**config.mk**
```make
export PLATFORM = sky130hd
export DESIGN_NAME = elc3_control
export DESIGN_NICKNAME = d
export VERILOG_FILES = /design/src/rtl/elc3_pkg.sv /design/src/rtl/elc3_wait_timer.sv /design/src/rtl/elc3_control.sv
export SDC_FILE = /design/constraint.sdc
export NUM_CORES = 1
export LEC_CHECK = 0
export ABC_AREA = 1
export CAP_MARGIN = 10
export CORE_UTILIZATION = 57
export CTS_CLUSTER_DIAMETER = 60
export CTS_CLUSTER_SIZE = 16
export DETAILED_ROUTE_END_ITERATION = 8
export DONT_BUFFER_PORTS = 1
export HOLD_SLACK_MARGIN = 0.02
export MAX_ROUTING_LAYER = met4
export PLACE_DENSITY = 0.86
export SLEW_MARGIN = 20
export SYNTH_ARGS = -nofsm -noshare
export SYNTH_HDL_FRONTEND = slang
export SYNTH_HIERARCHICAL = 1
export SYNTH_SLANG_ARGS = --single-unit
```
**constraint.sdc**
```tcl
create_clock -name Clk -period 1.75 [get_ports Clk]
set_input_delay 0.35 -clock Clk [delete_from_list [all_inputs] [get_ports Clk]]
set_output_delay 0.35 -clock Clk [all_outputs]
set_load 0.01 [all_outputs]
```
**src/rtl/elc3_pkg.sv**
```systemverilog
// Shared ELC3 control encodings: FSM states, opcodes, mux selects and the
// registered control-word layout used by elc3_control and the datapath.
package elc3_pkg;

    typedef enum logic [4:0] {
        S_HALT, S_FETCH1, S_FETCH2, S_FETCH3, S_DECODE,
        S_ADD, S_AND, S_NOT, S_BR, S_BR_TAKEN, S_JMP,
        S_JSR1, S_JSR2, S_LDR1, S_LDR2, S_LDR3,
        S_STR1, S_STR2, S_STR3, S_LEA,
        S_TRAP1, S_TRAP2, S_TRAP3, S_TRAP4,
        S_MUL1, S_MUL2, S_MUL3
    } state_t;

    localparam logic [3:0] OP_BR   = 4'b0000;
    localparam logic [3:0] OP_ADD  = 4'b0001;
    localparam logic [3:0] OP_JSR  = 4'b0100;
    localparam logic [3:0] OP_AND  = 4'b0101;
    localparam logic [3:0] OP_LDR  = 4'b0110;
    localparam logic [3:0] OP_STR  = 4'b0111;
    localparam logic [3:0] OP_NOT  = 4'b1001;
    localparam logic [3:0] OP_JMP  = 4'b1100;
    localparam logic [3:0] OP_MUL  = 4'b1101;
    localparam logic [3:0] OP_LEA  = 4'b1110;
    localparam logic [3:0] OP_TRAP = 4'b1111;

    localparam logic [1:0] PCMUX_INC  = 2'd0;
    localparam logic [1:0] PCMUX_BUS  = 2'd1;
    localparam logic [1:0] PCMUX_ADDR = 2'd2;
    localparam logic       ADDR1_PC   = 1'b0;
    localparam logic       ADDR1_SR1  = 1'b1;
    localparam logic [1:0] ADDR2_ZERO = 2'd0;
    localparam logic [1:0] ADDR2_OFF6 = 2'd1;
    localparam logic [1:0] ADDR2_OFF9 = 2'd2;
    localparam logic [1:0] ADDR2_OFF11 = 2'd3;
    localparam logic [1:0] DR_IR11_9  = 2'd0;
    localparam logic [1:0] DR_R7      = 2'd1;
    localparam logic [1:0] SR1_IR11_9 = 2'd0;
    localparam logic [1:0] SR1_IR8_6  = 2'd1;
    localparam logic       MARMUX_ZEXT8 = 1'b0;
    localparam logic       MARMUX_ADDR  = 1'b1;
    localparam logic [1:0] ALUK_ADD  = 2'd0;
    localparam logic [1:0] ALUK_AND  = 2'd1;
    localparam logic [1:0] ALUK_NOT  = 2'd2;
    localparam logic [1:0] ALUK_PASS = 2'd3;

    typedef struct packed {
        logic       ld_mar, ld_mdr, ld_ir, ld_ben, ld_reg, ld_cc, ld_pc;
        logic       gate_pc, gate_mdr, gate_mul, gate_alu, gate_marmux;
        logic       addr1mux;
        logic [1:0] addr2mux, pcmux, drmux, sr1mux;
        logic       sr2mux, marmux;
        logic [1:0] aluk;
        logic       mio_en, mul_en, mem_oe, mem_we, halted;
    } ctrl_t;

    localparam ctrl_t CTRL_HALT = '{halted: 1'b1, default: '0};

    function automatic logic is_mem_state(input state_t s);
        return s inside {S_FETCH2, S_LDR2, S_STR3, S_TRAP3};
    endfunction

endpackage

```
**src/rtl/elc3_wait_timer.sv**
```systemverilog
// Memory-access wait counter: reloads to MEM_WAIT-1 on state entry and counts
// down to zero; also predicts whether the next cycle is the final wait cycle.
module elc3_wait_timer #(
    parameter int unsigned MEM_WAIT = 2
) (
    input  logic clk,
    input  logic rst,
    input  logic load,
    output logic done,
    output logic final_next
);
    localparam logic [3:0] RELOAD = 4'(MEM_WAIT - 1);

    logic [3:0] count;

    always_ff @(posedge clk or posedge rst) begin
        if (rst)
            count <= '0;
        else if (load)
            count <= RELOAD;
        else if (count != '0)
            count <= count - 4'd1;
    end

    assign done       = (count == '0);
    // Outputs are registered, so the final-cycle flag is computed one edge early.
    assign final_next = load ? (RELOAD == '0) : (count == 4'd1);

endmodule

```
**src/rtl/elc3_control.sv**
```systemverilog
// ELC3 Moore control FSM with registered outputs.
// Define ELC3_MUL_INSTR_EN to decode opcode 1101 as MUL; otherwise it is a NOP.
module elc3_control
    import elc3_pkg::*;
#(
    parameter int unsigned MEM_WAIT = 2
) (
    input  logic       Clk,
    input  logic       Reset,
    input  logic       Run,
    input  logic [3:0] IR_15_12,
    input  logic       IR_5,
    input  logic       IR_11,
    input  logic       BEN,
    input  logic       MUL_R,
    output logic       LD_MAR, LD_MDR, LD_IR, LD_BEN, LD_REG, LD_CC, LD_PC,
    output logic       GatePC, GateMDR, GateMUL, GateALU, GateMARMUX,
    output logic       ADDR1MUX,
    output logic [1:0] ADDR2MUX,
    output logic [1:0] PCMUX,
    output logic [1:0] DRMUX,
    output logic [1:0] SR1MUX,
    output logic       SR2MUX,
    output logic       MARMUX,
    output logic [1:0] ALUK,
    output logic       MIO_EN, MUL_EN, Mem_OE, Mem_WE,
    output logic       Halted
);
    state_t state, nxt;
    ctrl_t  ctrl, ctrl_n;
    state_t end_st;
    logic   wait_load, wait_done, wait_final_n;

    elc3_wait_timer #(.MEM_WAIT(MEM_WAIT)) u_wait (
        .clk        (Clk),
        .rst        (Reset),
        .load       (wait_load),
        .done       (wait_done),
        .final_next (wait_final_n)
    );

    assign end_st    = Run ? S_FETCH1 : S_HALT;
    assign wait_load = is_mem_state(nxt) && (nxt != state);

    always_comb begin
        nxt = state;
        case (state)
            S_HALT:   if (Run) nxt = S_FETCH1;
            S_FETCH1: nxt = S_FETCH2;
            S_FETCH2: if (wait_done) nxt = S_FETCH3;
            S_FETCH3: nxt = S_DECODE;
            S_DECODE: begin
                case (IR_15_12)
                    OP_ADD:  nxt = S_ADD;
                    OP_AND:  nxt = S_AND;
                    OP_NOT:  nxt = S_NOT;
                    OP_BR:   nxt = S_BR;
                    OP_JMP:  nxt = S_JMP;
                    OP_JSR:  nxt = S_JSR1;
                    OP_LDR:  nxt = S_LDR1;
                    OP_STR:  nxt = S_STR1;
                    OP_LEA:  nxt = S_LEA;
                    OP_TRAP: nxt = S_TRAP1;
`ifdef ELC3_MUL_INSTR_EN
                    OP_MUL:  nxt = S_MUL1;
`endif
                    default: nxt = end_st;
                endcase
            end
            S_BR:    nxt = BEN ? S_BR_TAKEN : end_st;
            S_JSR1:  nxt = S_JSR2;
            S_LDR1:  nxt = S_LDR2;
            S_LDR2:  if (wait_done) nxt = S_LDR3;
            S_STR1:  nxt = S_STR2;
            S_STR2:  nxt = S_STR3;
            S_STR3:  if (wait_done) nxt = end_st;
            S_TRAP1: nxt = S_TRAP2;
            S_TRAP2: nxt = S_TRAP3;
            S_TRAP3: if (wait_done) nxt = S_TRAP4;
            S_MUL1:  nxt = S_MUL2;
            S_MUL2:  if (MUL_R) nxt = S_MUL3;
            S_ADD, S_AND, S_NOT, S_BR_TAKEN, S_JMP, S_JSR2, S_LDR3,
            S_LEA, S_TRAP4, S_MUL3:
                     nxt = end_st;
            default: nxt = S_HALT;
        endcase
    end

    // Control word for the state being entered; registered below.
    always_comb begin
        ctrl_n = '0;
        case (nxt)
            S_HALT: ctrl_n.halted = 1'b1;
            S_FETCH1: begin
                ctrl_n.gate_pc = 1'b1;
                ctrl_n.ld_mar  = 1'b1;
                ctrl_n.pcmux   = PCMUX_INC;
                ctrl_n.ld_pc   = 1'b1;
            end
            S_FETCH2, S_LDR2, S_TRAP3: begin
                ctrl_n.mem_oe = 1'b1;
                ctrl_n.mio_en = 1'b1;
                ctrl_n.ld_mdr = wait_final_n;
            end
            S_FETCH3: begin
                ctrl_n.gate_mdr = 1'b1;
                ctrl_n.ld_ir    = 1'b1;
            end
            S_DECODE: ctrl_n.ld_ben = 1'b1;
            S_ADD, S_AND, S_NOT: begin
                ctrl_n.sr1mux   = SR1_IR8_6;
                ctrl_n.sr2mux   = IR_5;
                ctrl_n.aluk     = (nxt == S_ADD) ? ALUK_ADD :
                                  (nxt == S_AND) ? ALUK_AND : ALUK_NOT;
                ctrl_n.gate_alu = 1'b1;
                ctrl_n.ld_reg   = 1'b1;
                ctrl_n.ld_cc    = 1'b1;
                ctrl_n.drmux    = DR_IR11_9;
            end
            S_BR_TAKEN: begin
                ctrl_n.addr1mux = ADDR1_PC;
                ctrl_n.addr2mux = ADDR2_OFF9;
                ctrl_n.pcmux    = PCMUX_ADDR;
                ctrl_n.ld_pc    = 1'b1;
            end
            S_JMP: begin
                ctrl_n.sr1mux   = SR1_IR8_6;
                ctrl_n.addr1mux = ADDR1_SR1;
                ctrl_n.addr2mux = ADDR2_ZERO;
                ctrl_n.pcmux    = PCMUX_ADDR;
                ctrl_n.ld_pc    = 1'b1;
            end
            S_JSR1, S_TRAP1: begin
                ctrl_n.gate_pc = 1'b1;
                ctrl_n.drmux   = DR_R7;
                ctrl_n.ld_reg  = 1'b1;
            end
            S_JSR2: begin
                ctrl_n.pcmux = PCMUX_ADDR;
                ctrl_n.ld_pc = 1'b1;
                if (IR_11) begin
                    ctrl_n.addr1mux = ADDR1_PC;
                    ctrl_n.addr2mux = ADDR2_OFF11;
                end else begin
                    ctrl_n.sr1mux   = SR1_IR8_6;
                    ctrl_n.addr1mux = ADDR1_SR1;
                    ctrl_n.addr2mux = ADDR2_ZERO;
                end
            end
            S_LDR1, S_STR1: begin
                ctrl_n.sr1mux      = SR1_IR8_6;
                ctrl_n.addr1mux    = ADDR1_SR1;
                ctrl_n.addr2mux    = ADDR2_OFF6;
                ctrl_n.marmux      = MARMUX_ADDR;
                ctrl_n.gate_marmux = 1'b1;
                ctrl_n.ld_mar      = 1'b1;
            end
            S_LDR3: begin
                ctrl_n.gate_mdr = 1'b1;
                ctrl_n.ld_reg   = 1'b1;
                ctrl_n.ld_cc    = 1'b1;
                ctrl_n.drmux    = DR_IR11_9;
            end
            S_STR2: begin
                ctrl_n.sr1mux   = SR1_IR11_9;
                ctrl_n.aluk     = ALUK_PASS;
                ctrl_n.gate_alu = 1'b1;
                ctrl_n.ld_mdr   = 1'b1;
            end
            S_STR3: ctrl_n.mem_we = 1'b1;
            S_LEA: begin
                ctrl_n.addr1mux    = ADDR1_PC;
                ctrl_n.addr2mux    = ADDR2_OFF9;
                ctrl_n.marmux      = MARMUX_ADDR;
                ctrl_n.gate_marmux = 1'b1;
                ctrl_n.drmux       = DR_IR11_9;
                ctrl_n.ld_reg      = 1'b1;
                ctrl_n.ld_cc       = 1'b1;
            end
            S_TRAP2: begin
                ctrl_n.marmux      = MARMUX_ZEXT8;
                ctrl_n.gate_marmux = 1'b1;
                ctrl_n.ld_mar      = 1'b1;
            end
            S_TRAP4: begin
                ctrl_n.gate_mdr = 1'b1;
                ctrl_n.pcmux    = PCMUX_BUS;
                ctrl_n.ld_pc    = 1'b1;
            end
            S_MUL1: begin
                ctrl_n.mul_en = 1'b1;
                ctrl_n.sr1mux = SR1_IR8_6;
                ctrl_n.sr2mux = IR_5;
            end
            S_MUL3: begin
                ctrl_n.gate_mul = 1'b1;
                ctrl_n.ld_reg   = 1'b1;
                ctrl_n.ld_cc    = 1'b1;
                ctrl_n.drmux    = DR_IR11_9;
            end
            default: ;
        endcase
    end

    always_ff @(posedge Clk or posedge Reset) begin
        if (Reset) begin
            state <= S_HALT;
            ctrl  <= CTRL_HALT;
        end else begin
            state <= nxt;
            ctrl  <= ctrl_n;
        end
    end

    assign LD_MAR     = ctrl.ld_mar;
    assign LD_MDR     = ctrl.ld_mdr;
    assign LD_IR      = ctrl.ld_ir;
    assign LD_BEN     = ctrl.ld_ben;
    assign LD_REG     = ctrl.ld_reg;
    assign LD_CC      = ctrl.ld_cc;
    assign LD_PC      = ctrl.ld_pc;
    assign GatePC     = ctrl.gate_pc;
    assign GateMDR    = ctrl.gate_mdr;
    assign GateMUL    = ctrl.gate_mul;
    assign GateALU    = ctrl.gate_alu;
    assign GateMARMUX = ctrl.gate_marmux;
    assign ADDR1MUX   = ctrl.addr1mux;
    assign ADDR2MUX   = ctrl.addr2mux;
    assign PCMUX      = ctrl.pcmux;
    assign DRMUX      = ctrl.drmux;
    assign SR1MUX     = ctrl.sr1mux;
    assign SR2MUX     = ctrl.sr2mux;
    assign MARMUX     = ctrl.marmux;
    assign ALUK       = ctrl.aluk;
    assign MIO_EN     = ctrl.mio_en;
    assign MUL_EN     = ctrl.mul_en;
    assign Mem_OE     = ctrl.mem_oe;
    assign Mem_WE     = ctrl.mem_we;
    assign Halted     = ctrl.halted;

endmodule

```
[After elaboration in Yosys (flattened, before gate mapping)]
Cells that the tools add are included.
Storage, ports and cells
  flip-flop bits (word level): 38
  bits in latches: 0
  memory bits (writable): 0
  ROM bits: 0
  input port bits: 11
  output and inout bits: 30
  word-level logic and storage cells: 154
  memories: 0
Cells by class
  add/subtract/negate cells: 1
  multiply operators: 0
  divide/modulo/power cells: 0
  order comparisons: 0
  equal/unequal tests: 61
  shifts and indexed selects: 0
  mux-type cells: 40
  bitwise logic cells: 0
  reductions and logical operators: 26
Operators with widths (count)
  5-bit equality test, second input constant: 21
  5-bit one-hot mux with 18 select lines: 1
  5-bit by 4-bit equality test with 1-bit output, second input constant: 15
  5-bit one-hot mux with 10 select lines: 1
  5-bit by 3-bit equality test with 1-bit output, second input constant: 8
  5-bit 2-to-1 mux: 6
  1-bit 2-to-1 mux: 21
  5-bit by 2-bit equality test with 1-bit output, second input constant: 4
  3-bit OR reduction: 6
  4-bit by 3-bit equality test with 1-bit output, second input constant: 4
  4-bit equality test, second input constant: 4
  4-bit OR reduction: 4
  4-bit 2-to-1 mux: 3
  3-bit one-hot mux with 4 select lines: 1
  5-bit by 1-bit equality test with 1-bit output, second input constant: 2
  5-bit zero test: 2
  10-bit OR reduction: 1
  4-bit by 1-bit equality test with 1-bit output, second input constant: 2
  4-bit zero test: 2
  2-bit one-hot mux with 2 select lines: 2
  4-bit nonzero test: 2
  8-bit OR reduction: 1
  7-bit OR reduction: 1
  2-bit OR reduction: 3
  other kinds (9): 11

[Logic depth before layout (Yosys ltp)]
  depth in word-level cells: 8
  depth in mapped cells: 17
  depth with buffers taken out: 17

[Modules after synthesis]
Netlist, hierarchy kept.
By module, submodules not included
  elc3_control: instances 1, cells an instance 256, area each 1863.0 um2, sequential area each 802.0 um2
  elc3_wait_timer: instances 1, cells an instance 33, area each 249.0 um2, sequential area each 100.1 um2

[Worst setup path after synthesis]
OpenSTA, ideal clock, no wires.
  kind: register to register
  start: register u_wait.count[0]
  end: register ctrl, in the netlist SR1MUX[0]
  data arrival time: 1.750 ns
  data required time: 1.621 ns
  setup slack: -0.129 ns
  stages on the path, launching flop included: 15
  period minus slack after synthesis: 1.879 ns
  cells stage by stage: dfrtp_1 > inv_1 > ha_1 > nand2_1 > inv_1 > nor2_1 > inv_1 > nand2_1 > nand2_1 > nor2_2 > nand3_2 > nand2_1 > nor2_2 > nor2_4 > nand3_1
RTL lines
  start: declaration: line elc3_wait_timer.sv:14  | logic [3:0] count;
  start signal: assignment: line elc3_wait_timer.sv:22  | count <= count - 4'd1;
  end signal: assignment: line elc3_control.sv:211  | ctrl <= ctrl_n;
  end: declaration: line elc3_control.sv:30  | ctrl_t ctrl, ctrl_n;

==> impl_summary.md <==
STA
The final-report hold violation count is 0. Setup repair after global routing could not meet its margin everywhere. The final hold slack is around 0.029 ns. After layout, the minimum clock period comes to around 2.2 ns. The maximum achievable frequency is 460 MHz. Of the available clock period, the critical path in the final layout requires 124%.

The setup-violating endpoint count in the final report is 24. Clock skew on the completed layout was measured at between 0.01 and 0.015 ns. The setup slack after layout is -0.424 ns. The total count of max-transition violations in the final report is 0.

Floorplan
The die height is 62.9 um. In this run the count of I/O pins placed on the die edge is 41. The floorplan has 21 rows. The die is 62.9 um wide. The full die area is 0.00395 mm2. The starting density of the core is 61.4%. The floorplan step defined a core boundary enclosing 0.00344 mm2.

Drt
The total length of routed wires is 8800 um. Dividing the detail-routed via count by the number of cells gives 6.38. For this block, the via count after detailed routing is 2563.

The first detailed-routing pass ran for 7 iterations. The number of antenna-violating nets in the routed design is 0. The DRC violations left is 0. For this block, the initial DRC count from the detailed router was 293.

In the final routed layout, each cell accounts on average for 21.9 um.

Cells and area
The final design utilization is 88.1%. The total of fill cells in the finished design is 156. The antenna diode instance count is 0. The post-route netlist has 46.1% of its cells at a drive strength greater than 1. The post-layout net count is 369.

For this run, the number of standard cells in the final layout without fillers is about 400. Relative to the synthesized area, the layout overhead comes to 43.5%. The finished cells cover 0.00303 mm2.

Placed design
The number of buffers inserted by port buffering is 0. At the end of routability-driven placement, the weighted congestion stood at 0.969. Once detailed placement completed, the half-perimeter wirelength came to ~4400 um. The total placed instance area is 0.00245 mm2. Counting tap cells, the placed design contains a total of 369 instances.

Critical path
At the worst endpoint, the arrival time is about 2.3 ns. Counting cells, the worst reg-to-reg path comes to 13. The kind of start point of the critical path is a register. The kind of critical path is register to register. In this run the worst path has a maximum fanout of 6.

The critical path data required time is 1.92 ns. The endpoint identified for the worst register-to-register timing path is ADDR1MUX. The critical path endpoint category is a register.

The worst-case register-to-register setup slack is -0.42 ns. The startpoint of the worst-slack reg-to-reg timing path is u_wait/count[1]. The critical path starts at u_wait/count[1].

Power and ir drop
IR analysis of the VDD net gives a maximum drop of between 0.001 and 0.0015 V. Summed over all cells, the static leakage comes to approximately 1.7 nW. The power density over the cells is 1990 mW/mm2.

GRT
The number of antenna violations at the first check in global routing is 0. The pin count of the biggest net entering global routing is 33. The layer carrying the most global-route usage is met2.

The overall track demand over capacity in global routing is a little over two fifths. The global-route wire length before repair is 12100 um. The final global-route overflow total is 0. Global routing used 43.8% of the available met1 tracks. The number of global-route vias before repair was 2391.

The global routing usage on met2 is 70.8%. Global routing used between 10% and 20% of the available met3 tracks.

Yosys
The number of synthesized flops with an enable pin is 0. The post-synthesis instance area is 0.00211 mm2. Averaged over all synthesized cells, the footprint is 7.31 um2. The cell accounting for the most synthesized area is sky130_fd_sc_hd__dfrtp_1. Counting distinct cell types in the post-synthesis netlist gives 29. After synthesis, the share of flip-flops with an asynchronous set or reset is 100%. Sorting the synthesized cells by area gives the leading types as sky130_fd_sc_hd__dfrtp_1 (41%), sky130_fd_sc_hd__nand2_1 (12%), sky130_fd_sc_hd__nand3_1 (8.3%). The number of flip-flops and latches in the synthesized netlist is 36. Sequential elements use a little over two fifths of the synthesized area. The most used flip-flop cell after synthesis is sky130_fd_sc_hd__dfrtp_1. Summed over its instances, the top area cell type makes up about two fifths of the synthesized netlist area. The count of synthesis-stage warnings from yosys is 6. The count of mapped cells out of synthesis is 289.

Status
The final reports fail on setup timing. The run finished, with violations left.

Clock tree
The root buffer cell is sky130_fd_sc_hd__clkbuf_8. The number of buffers created by CTS is 5. The clock-pin slew on the worst setup and hold paths is 0.09 ns.

The sink count of the clock tree is 36. The later-pin clock latency in the skew report is 0.30 ns. In this run the number of H-tree levels came out at 2. The CTS tree is built. Counting along the longest clock path gives a buffer depth of 2.

Run
Max-cap violations in this run came to 0.

Hold path
The tightest min-delay check is of the input pin to async pin type.
[stage by stage]
stage	setup TNS, ns	power (W)	setup WS (ns)
global route	-9.08	0.00630	-0.577
detailed placement	-3.59	0.00386	-0.342
floorplan	-0.208	0.00292	-0.0390
global placement	-2.36	0.00373	-0.209
CTS	-2.13	0.00508	-0.163
finish	-6.87	0.00604	-0.424
[routing by layer]
metal | vias up | part of all wire, %
met5 | - | 0
met4 | 0 | 10
met3 | 98 | 11
met2 | 253 | 47
met1 | 1180 | 32
li1 | 1032 | -
[cells by family after synthesis]
group                      count (synthesis)  share of synthesized area, %
xor gates and xnor gates                   1                         0.415
and+or+nand+nor                          181                          41.1
AOI/OAI and AO/OA                         14                          3.73
adders and majority gates                  3                          1.78
DFF                                       36                          42.7
buffers and inverters                     53                          10.1
other                                      1                         0.178
[cell type report]
cell class              count  area (um2)  area share (%)
clock inverters             1        7.51           0.248
well taps                  46        57.6            1.90
clock buffers               7        86.3            2.85
flip-flops and latches     36         907            29.9
multi-input cells         202        1310            43.0
repair buffers             62         479            15.8
inverters                  48         189            6.23
[state kept, by name, indices dropped and copies added (netlist names), 2 cells and up]
| signal | cells |
|---|---|
| ALUK | 2 |
| u_wait/count | 4 |
| ADDR2MUX | 2 |
| PCMUX | 2 |
| state | 5 |
[cells in the final DEF (no fill, tap or decap), types with 2 or more instances in the layout]
master and count:
sky130_fd_sc_hd__buf_4 58, sky130_fd_sc_hd__nand2_1 53, sky130_fd_sc_hd__inv_1 32, sky130_fd_sc_hd__dfrtp_1 31, sky130_fd_sc_hd__nor2_1 26, sky130_fd_sc_hd__nand3_1 23
sky130_fd_sc_hd__nor2_4 18, sky130_fd_sc_hd__nand2_2 16, sky130_fd_sc_hd__nand3_2 13, sky130_fd_sc_hd__inv_2 12, sky130_fd_sc_hd__nor2_2 12, sky130_fd_sc_hd__nand4_1 6
sky130_fd_sc_hd__clkbuf_8 6, sky130_fd_sc_hd__a21oi_1 5, sky130_fd_sc_hd__nand3_4 5, sky130_fd_sc_hd__nand2_4 5, sky130_fd_sc_hd__o21ai_1 4, sky130_fd_sc_hd__dfrtp_2 4
sky130_fd_sc_hd__conb_1 3, sky130_fd_sc_hd__inv_4 3, sky130_fd_sc_hd__buf_6 3, sky130_fd_sc_hd__ha_1 2
[Yosys cell counts (3+ instances only)]
cell type and number:
sky130_fd_sc_hd__inv_2 10, sky130_fd_sc_hd__nor2_1 40, sky130_fd_sc_hd__nand3_1 35, sky130_fd_sc_hd__nand3_2 6, sky130_fd_sc_hd__o21ai_1 3, sky130_fd_sc_hd__dfrtp_1 35, sky130_fd_sc_hd__buf_4 3, sky130_fd_sc_hd__nor2_4 4
sky130_fd_sc_hd__nor2_2 12, sky130_fd_sc_hd__nand2_1 69, sky130_fd_sc_hd__ha_1 3, sky130_fd_sc_hd__nand4_1 6, sky130_fd_sc_hd__a21oi_1 5, sky130_fd_sc_hd__inv_1 37, sky130_fd_sc_hd__nand2_2 5
[where the power goes]
part	leakage (nW)	total, W	internal [W]	switching (W)
sequential	0.474	0.00140	0.00110	0.000302
combinational	1.21	0.00398	0.00159	0.00239
clock	0.0445	0.000654	0.000321	0.000333
[how the worst max path moves through the flow]
stage | end | slack (ns) | cells past startpoint
final | ADDR1MUX | -0.42 | 13
after global routing | ADDR1MUX | -0.58 | 13
after CTS | LD_REG | -0.16 | 15
after detailed placement | LD_REG | -0.34 | 15
after global placement | LD_REG | -0.21 | 15
after floorplan | SR1MUX[0] | -0.04 | 15
[critical path, cell delays in order, from the launching register on]
cell and delay, ns:
sky130_fd_sc_hd__dfrtp_1 0.40, sky130_fd_sc_hd__inv_2 0.07, sky130_fd_sc_hd__ha_4 0.16, sky130_fd_sc_hd__nand2_4 0.07, sky130_fd_sc_hd__inv_4 0.05, sky130_fd_sc_hd__buf_4 0.12
sky130_fd_sc_hd__nand4_1 0.16, sky130_fd_sc_hd__nand3_2 0.13, sky130_fd_sc_hd__nor2_4 0.22, sky130_fd_sc_hd__nand3_4 0.17, sky130_fd_sc_hd__nand2_4 0.12, sky130_fd_sc_hd__nor2_4 0.04
sky130_fd_sc_hd__nor2_4 0.22, sky130_fd_sc_hd__nand2_1 0.11
[what timing repair did]
action / 4_1_cts / 5_1_grt
hold endpoints to repair: 4 / 0
gates cloned: 0 / 0
endpoints found under the setup margin: 20 / 25
resized for setup: 33 / 46
hold buffers: 1 / 0
buffers inserted: 18 / 6
pin swaps: 19 / 21
Note: power is estimated with default switching activity, not from simulation.
